[src/rtl/pc_sequencer.sv]
// Fetch/branch sequencer between imem and pc: fetches over req/ack, decodes, and issues one pc pulse per instruction.
// Optional fetch timeout (err + HALT after TIMEOUT ack-less FETCH cycles) is enabled by defining PCSEQ_TIMEOUT_EN.
module pc_sequencer #(
    parameter int unsigned TIMEOUT = 15
) (
    input  logic        i_clk,
    input  logic        i_reset,
    input  logic        i_start,
    input  logic        i_zflag,
    output logic        o_imem_req,
    input  logic        i_imem_ack,
    input  logic [15:0] i_imem_data,
    input  logic [15:0] i_pc,
    output logic        o_pc_inc,
    output logic        o_pc_add,
    output logic        o_pc_sub,
    output logic [15:0] o_pc_offset,
    output logic        o_busy,
    output logic        o_halt,
    output logic [15:0] o_retired,
    output logic        o_err
);

    localparam int unsigned DATA_W = 16;
    localparam int unsigned IMM_W  = 12;
    localparam int unsigned OP_LSB = 12;

    localparam logic [3:0] OP_BRF  = 4'h1;
    localparam logic [3:0] OP_BRB  = 4'h2;
    localparam logic [3:0] OP_HALT = 4'h3;
    localparam logic [3:0] OP_BZ   = 4'h4;

    typedef enum logic [1:0] {
        S_IDLE  = 2'd0,
        S_FETCH = 2'd1,
        S_EXEC  = 2'd2,
        S_HALT  = 2'd3
    } state_t;

    state_t              r_state;
    state_t              w_state_nxt;
    logic [DATA_W-1:0]   r_ir;
    logic [DATA_W-1:0]   w_ir_nxt;
    logic [DATA_W-1:0]   r_retired;
    logic [DATA_W-1:0]   w_retired_nxt;
    logic [DATA_W-1:0]   r_pc_offset;
    logic [DATA_W-1:0]   w_pc_offset_nxt;
    logic                r_imem_req;
    logic                w_imem_req_nxt;
    logic                r_pc_inc;
    logic                w_pc_inc_nxt;
    logic                r_pc_add;
    logic                w_pc_add_nxt;
    logic                r_pc_sub;
    logic                w_pc_sub_nxt;
    logic                r_busy;
    logic                w_busy_nxt;
    logic                r_halt;
    logic                w_halt_nxt;
    logic [3:0]          w_op;
    logic [DATA_W-1:0]   w_imm;

`ifdef PCSEQ_TIMEOUT_EN
    localparam int unsigned WAIT_W = (TIMEOUT > 1) ? $clog2(TIMEOUT) : 1;

    logic [WAIT_W-1:0]   r_wait;
    logic [WAIT_W-1:0]   w_wait_nxt;
    logic                r_err;
    logic                w_err_nxt;
`endif

    // pc is a debug-only input and the immediate is consumed from imem_data on the ack edge
    logic w_unused;
    assign w_unused = ^{i_pc, r_ir[IMM_W-1:0], 32'(TIMEOUT)};

    assign w_op  = i_imem_data[DATA_W-1:OP_LSB];
    assign w_imm = DATA_W'(i_imem_data[IMM_W-1:0]);

    // Next state plus next values of every registered output
    always_comb begin
        w_state_nxt     = r_state;
        w_ir_nxt        = r_ir;
        w_retired_nxt   = r_retired;
        w_pc_inc_nxt    = 1'b0;
        w_pc_add_nxt    = 1'b0;
        w_pc_sub_nxt    = 1'b0;
        w_pc_offset_nxt = '0;
`ifdef PCSEQ_TIMEOUT_EN
        w_wait_nxt      = r_wait;
        w_err_nxt       = r_err;
`endif

        case (r_state)
            S_IDLE: begin
                if (i_start) begin
                    w_state_nxt = S_FETCH;
                end
            end
            S_FETCH: begin
                if (i_imem_ack) begin
                    w_state_nxt = S_EXEC;
                    w_ir_nxt    = i_imem_data;
                    // Pulses are registered on the ack edge so they appear exactly in the EXEC cycle
                    case (w_op)
                        OP_BRF: begin
                            w_pc_add_nxt    = 1'b1;
                            w_pc_offset_nxt = w_imm;
                        end
                        OP_BRB: begin
                            w_pc_sub_nxt    = 1'b1;
                            w_pc_offset_nxt = w_imm;
                        end
                        OP_HALT: begin
                        end
                        OP_BZ: begin
                            if (i_zflag) begin
                                w_pc_add_nxt    = 1'b1;
                                w_pc_offset_nxt = w_imm;
                            end else begin
                                w_pc_inc_nxt    = 1'b1;
                            end
                        end
                        default: begin
                            w_pc_inc_nxt = 1'b1;
                        end
                    endcase
                end
`ifdef PCSEQ_TIMEOUT_EN
                else if (r_wait == WAIT_W'(TIMEOUT - 1)) begin
                    w_state_nxt = S_HALT;
                    w_err_nxt   = 1'b1;
                end else begin
                    w_wait_nxt  = r_wait + WAIT_W'(1);
                end
`endif
            end
            S_EXEC: begin
                w_retired_nxt = r_retired + DATA_W'(1);
                if (r_ir[DATA_W-1:OP_LSB] == OP_HALT) begin
                    w_state_nxt = S_HALT;
                end else begin
                    w_state_nxt = S_FETCH;
                end
            end
            S_HALT: begin
                w_state_nxt = S_HALT;
            end
            default: begin
                w_state_nxt = S_IDLE;
            end
        endcase

`ifdef PCSEQ_TIMEOUT_EN
        if ((w_state_nxt == S_FETCH) && (r_state != S_FETCH)) begin
            w_wait_nxt = '0;
        end
`endif

        w_imem_req_nxt = (w_state_nxt == S_FETCH);
        w_busy_nxt     = (w_state_nxt == S_FETCH) || (w_state_nxt == S_EXEC);
        w_halt_nxt     = (w_state_nxt == S_HALT);
    end

    // State and output registers
    always_ff @(posedge i_clk or negedge i_reset) begin
        if (!i_reset) begin
            r_state     <= S_IDLE;
            r_ir        <= '0;
            r_retired   <= '0;
            r_pc_offset <= '0;
            r_imem_req  <= 1'b0;
            r_pc_inc    <= 1'b0;
            r_pc_add    <= 1'b0;
            r_pc_sub    <= 1'b0;
            r_busy      <= 1'b0;
            r_halt      <= 1'b0;
        end else begin
            r_state     <= w_state_nxt;
            r_ir        <= w_ir_nxt;
            r_retired   <= w_retired_nxt;
            r_pc_offset <= w_pc_offset_nxt;
            r_imem_req  <= w_imem_req_nxt;
            r_pc_inc    <= w_pc_inc_nxt;
            r_pc_add    <= w_pc_add_nxt;
            r_pc_sub    <= w_pc_sub_nxt;
            r_busy      <= w_busy_nxt;
            r_halt      <= w_halt_nxt;
        end
    end

`ifdef PCSEQ_TIMEOUT_EN
    // Fetch wait counter and sticky timeout flag
    always_ff @(posedge i_clk or negedge i_reset) begin
        if (!i_reset) begin
            r_wait <= '0;
            r_err  <= 1'b0;
        end else begin
            r_wait <= w_wait_nxt;
            r_err  <= w_err_nxt;
        end
    end

    assign o_err = r_err;
`else
    assign o_err = 1'b0;
`endif

    assign o_imem_req  = r_imem_req;
    assign o_pc_inc    = r_pc_inc;
    assign o_pc_add    = r_pc_add;
    assign o_pc_sub    = r_pc_sub;
    assign o_pc_offset = r_pc_offset;
    assign o_busy      = r_busy;
    assign o_halt      = r_halt;
    assign o_retired   = r_retired;

endmodule

[config.mk]
export PLATFORM = sky130hd
export DESIGN_NAME = pc_sequencer
export DESIGN_NICKNAME = d
export VERILOG_FILES = /design/src/rtl/pc_sequencer.sv
export SDC_FILE = /design/constraint.sdc
export NUM_CORES = 1
export LEC_CHECK = 0
export CORE_MARGIN = 2
export CORE_UTILIZATION = 26
export DETAILED_ROUTE_END_ITERATION = 7
export PLACE_DENSITY_LB_ADDON = 0.3
export SKIP_CTS_REPAIR_TIMING = 1
export SYNTH_ARGS = -nofsm -noshare
export SYNTH_HDL_FRONTEND = slang
export SYNTH_SLANG_ARGS = --single-unit
[constraint.sdc]
create_clock -name i_clk -period 1.73 [get_ports i_clk]
set_input_delay 0.2595 -clock i_clk [delete_from_list [all_inputs] [get_ports i_clk]]
set_output_delay 0.2595 -clock i_clk [all_outputs]
set_load 0.005 [all_outputs]
==> impl_metrics.env <==
export IMPL_finalSetupViolCount=0
export IMPL_synthAdderAreaFrac_pct=2.273
export IMPL_setup_tns_final_ns=0
export IMPL_worstPathRequired_ns=1.90
export IMPL_crit_start="o_retired[0]$_DFFE_PN0P_"
export IMPL_start_util_pct=26.46
export IMPL_via_per_inst=4.199
export IMPL_final_cell_mix="clkdlybuf4s50_1 (53), dfrtp_1 (40), and3_1 (15), nand2_1 (12), xnor2_1 (9)"
export IMPL_power_per_cell_area_mw_per_mm2=784.8
export IMPL_worst_setup_path_type="reg2reg"
export IMPL_area_growth_syn_to_layout_pct=44.39
export IMPL_max_clock_path_buffers=2
export IMPL_final_nets=238
export IMPL_layout_commonest_cell="clkdlybuf4s50_1"
export IMPL_timing_final_hold_violations=0
export IMPL_yosys_area_share_xor_xnor_pct=8.409
export IMPL_cts_buffers=5
export IMPL_synth_cell_types=27
export IMPL_gp_congestion=0.7483
export IMPL_die_area_mm2=0.007006
export IMPL_port_buffers=54
export IMPL_r2r_slack_ns=0.17
export IMPL_clkTransAtPathRegs_ns=0.08
export IMPL_clock_sink_count=40
export IMPL_r2r_cells=5
export IMPL_critical_path_buf_inv_count=0
export IMPL_grt_ovfl_total=0
export IMPL_place_hpwl_um=2438
export IMPL_rsz0062_at_grt="no"
export IMPL_die_w_um=83.70
export IMPL_crit_path_end="o_retired[8]$_DFFE_PN0P_"
export IMPL_clk_latency_ns=0.29
export IMPL_finalInstanceArea_mm2=0.002385
export IMPL_finClkSkew_ns=0.007060
export IMPL_arrival_ns=1.73
export IMPL_drive_gt1_share_pct=9.548
export IMPL_status="finished clean"
export IMPL_antenna_found_initial=0
export IMPL_r2r_end="o_retired[8]$_DFFE_PN0P_"
export IMPL_synth_compound_area_share_pct=2.273
export IMPL_die_h_um=83.70
export IMPL_vias=1159
export IMPL_critPathMaxStageDelay_ns=0.43
export IMPL_maxSlewViolCount=0
export IMPL_crit_family="simple AND/OR/NAND/NOR gates"
export IMPL_syn_inst=138
export IMPL_grt_pass1_vias=1166
export IMPL_wl_per_cell_um=11.70
export IMPL_max_cap_viol_count=0
export IMPL_dp_slack_ns=0.01402
export IMPL_crit_cells=5
export IMPL_p_leak_nw=1.109
export IMPL_ys_ff_latch=40
export IMPL_cts_htree_levels=2
export IMPL_cts_tree="done"
export IMPL_drcViolationCount=0
export IMPL_path_cells="ha_1 > and3_1 > and4_1 > and3_4 > xor2_2"
export IMPL_fillers=639
export IMPL_min_period_ns=1.562
export IMPL_fmax_mhz=640.2
export IMPL_grt_max_degree=23
export IMPL_critPathSlowestCell="dfrtp_1"
export IMPL_fp_row_count=29
export IMPL_grt_pass1_wl_um=5402
export IMPL_synth_top_family_by_area="simple AND/OR/NAND/NOR gates"
export IMPL_hp_class="in2async"
export IMPL_synth_area_mux_share_pct=3.939
export IMPL_r2r_start="o_retired[0]$_DFFE_PN0P_"
export IMPL_netlist_area_mm2=0.001652
export IMPL_wirelength_um=3230
export IMPL_first_iter_violations=11
export IMPL_synth_simple_area_share_pct=17.73
export IMPL_placed_area_mm2=0.002277
export IMPL_cp_end_kind="flip-flop"
export IMPL_grtUsageTotal_pct=9.877
export IMPL_finalCritPeriodShare_pct=90.29
export IMPL_path_max_fanout=5
export IMPL_fin_ws_ns=0.1679
export IMPL_core_area_mm2=0.006241
export IMPL_yosys_warnings=0
export IMPL_cp_start_kind="flip-flop"
export IMPL_ant_nets=0
export IMPL_syn_area_per_cell_um2=11.97
export IMPL_ys_seq_area_share_pct=60.61
export IMPL_vdd_drop_max_mv=0.3360
export IMPL_cts_root_buffer="clkbuf_8"
export IMPL_drtPass1Iterations=4
export IMPL_io_pins=76
export IMPL_antenna_cells=0
==> logic make-up (layout without fill, tap and decap cells) <==
logic type      Yosys count  count (layout)
xor+xnor                 15              15
flops                    40              40
fa+ha+maj                 3               3
mux                       6               6
buf+inv                  13              70
simple gates             53              53
other cells               1               5
compound gates            7               7
==> power breakdown <==
group	switching [mW]	internal [mW]
registers	0.0391	0.982
clock network	0.324	0.323
logic	0.0748	0.128
==> per-stage QoR <==
| step | power, mW | hold WS [ns] | instances | utilization [%] |
|---|---|---|---|---|
| 2_1_floorplan | 1.110 | -0.03609 | 142 | - |
| 3_3_place_gp | 1.241 | 0.2470 | 267 | 36.49 |
| 3_5_place_dp | 1.247 | 0.2450 | 267 | 36.49 |
| 4_1_cts | 1.907 | -0.07646 | 275 | 38.05 |
| 5_1_grt | 1.978 | 0.4866 | 276 | 38.21 |
| 6_report | 1.872 | 0.4563 | 276 | 38.21 |
==> worst min-delay path by stage <==
stage	start	to	slack (ns)
6_report	i_reset	o_halt$_DFF_PN0_	0.46
5_1_grt	i_reset	r_state[1]$_DFF_PN0_	0.49
3_5_place_dp	i_reset	o_retired[0]$_DFFE_PN0P_	0.25
4_1_cts	i_reset	o_pc_offset[11]$_DFF_PN0_	-0.08
2_1_floorplan	i_reset	o_busy$_DFF_PN0_	-0.04
3_3_place_gp	i_reset	o_retired[0]$_DFFE_PN0P_	0.25
==> per-layer routing <==
| metal | GRT usage (%) | share of wire, % | vias up |
|---|---|---|---|
| met5 | 0 | 0 | - |
| met4 | 3.519 | 0.68 | 0 |
| met3 | 3.660 | 5.7 | 2 |
| met2 | 15.20 | 47 | 36 |
| met1 | 12.78 | 46 | 551 |
| li1 | - | - | 570 |
==> synthesized netlist by cell type <==
cell type  number  area [um^2]
dfrtp_1        40         1001
and3_1         15        93.84
nand2_1        12        45.04
xnor2_1         9        78.83
buf_4           7        52.55
nor2_1          5        18.77
o21ai_0         5        25.02
xor2_1          5        43.79
mux2_2          4        45.04
nand3_1         4        20.02
and4_1          3        26.28
clkbuf_1        3        11.26
ha_1            3        37.54
inv_1           3        11.26
nand4_1         3        18.77
nor3_1          3        15.01
and2_1          2        12.51
mux2i_1         2        20.02
nand2b_1        2        12.51
a21oi_1         1        5.000
and3_4          1        11.26
conb_1          1        3.750
nor2b_1         1        6.260
nor4_1          1        6.260
o21a_1          1        7.510
or2_1           1        6.260
xor2_2          1        16.27
==> layout make-up <==
| type | instances | area (um^2) | area share, % |
|---|---|---|---|
| clock buffer | 6 | 82.58 | 3.463 |
| clock inverter | 2 | 15.01 | 0.6296 |
| sequential | 40 | 1001 | 41.97 |
| timing repair buffer | 59 | 588.1 | 24.66 |
| inverter | 3 | 11.26 | 0.4722 |
| multi-input combinational | 89 | 590.6 | 24.76 |
| tap | 77 | 96.34 | 4.040 |
==> registers in the layout (all words and copies together), names as in the netlist <==
register,count
r_ir,4
o_imem_req,1
o_busy,1
r_state,2
o_pc_inc,1
o_halt,1
o_pc_add,1
o_pc_offset,12
o_pc_sub,1
o_retired,16
==> worst reg2reg max path, delay by kind of cell (launching register included) <==
| family | cells | cell delay [ns] |
|---|---|---|
| flops | 1 | 0.43 |
| xor+xnor | 1 | 0.13 |
| simple gates | 3 | 0.66 |
| fa+ha+maj | 1 | 0.23 |
Note: power is estimated with default switching activity, not from simulation.
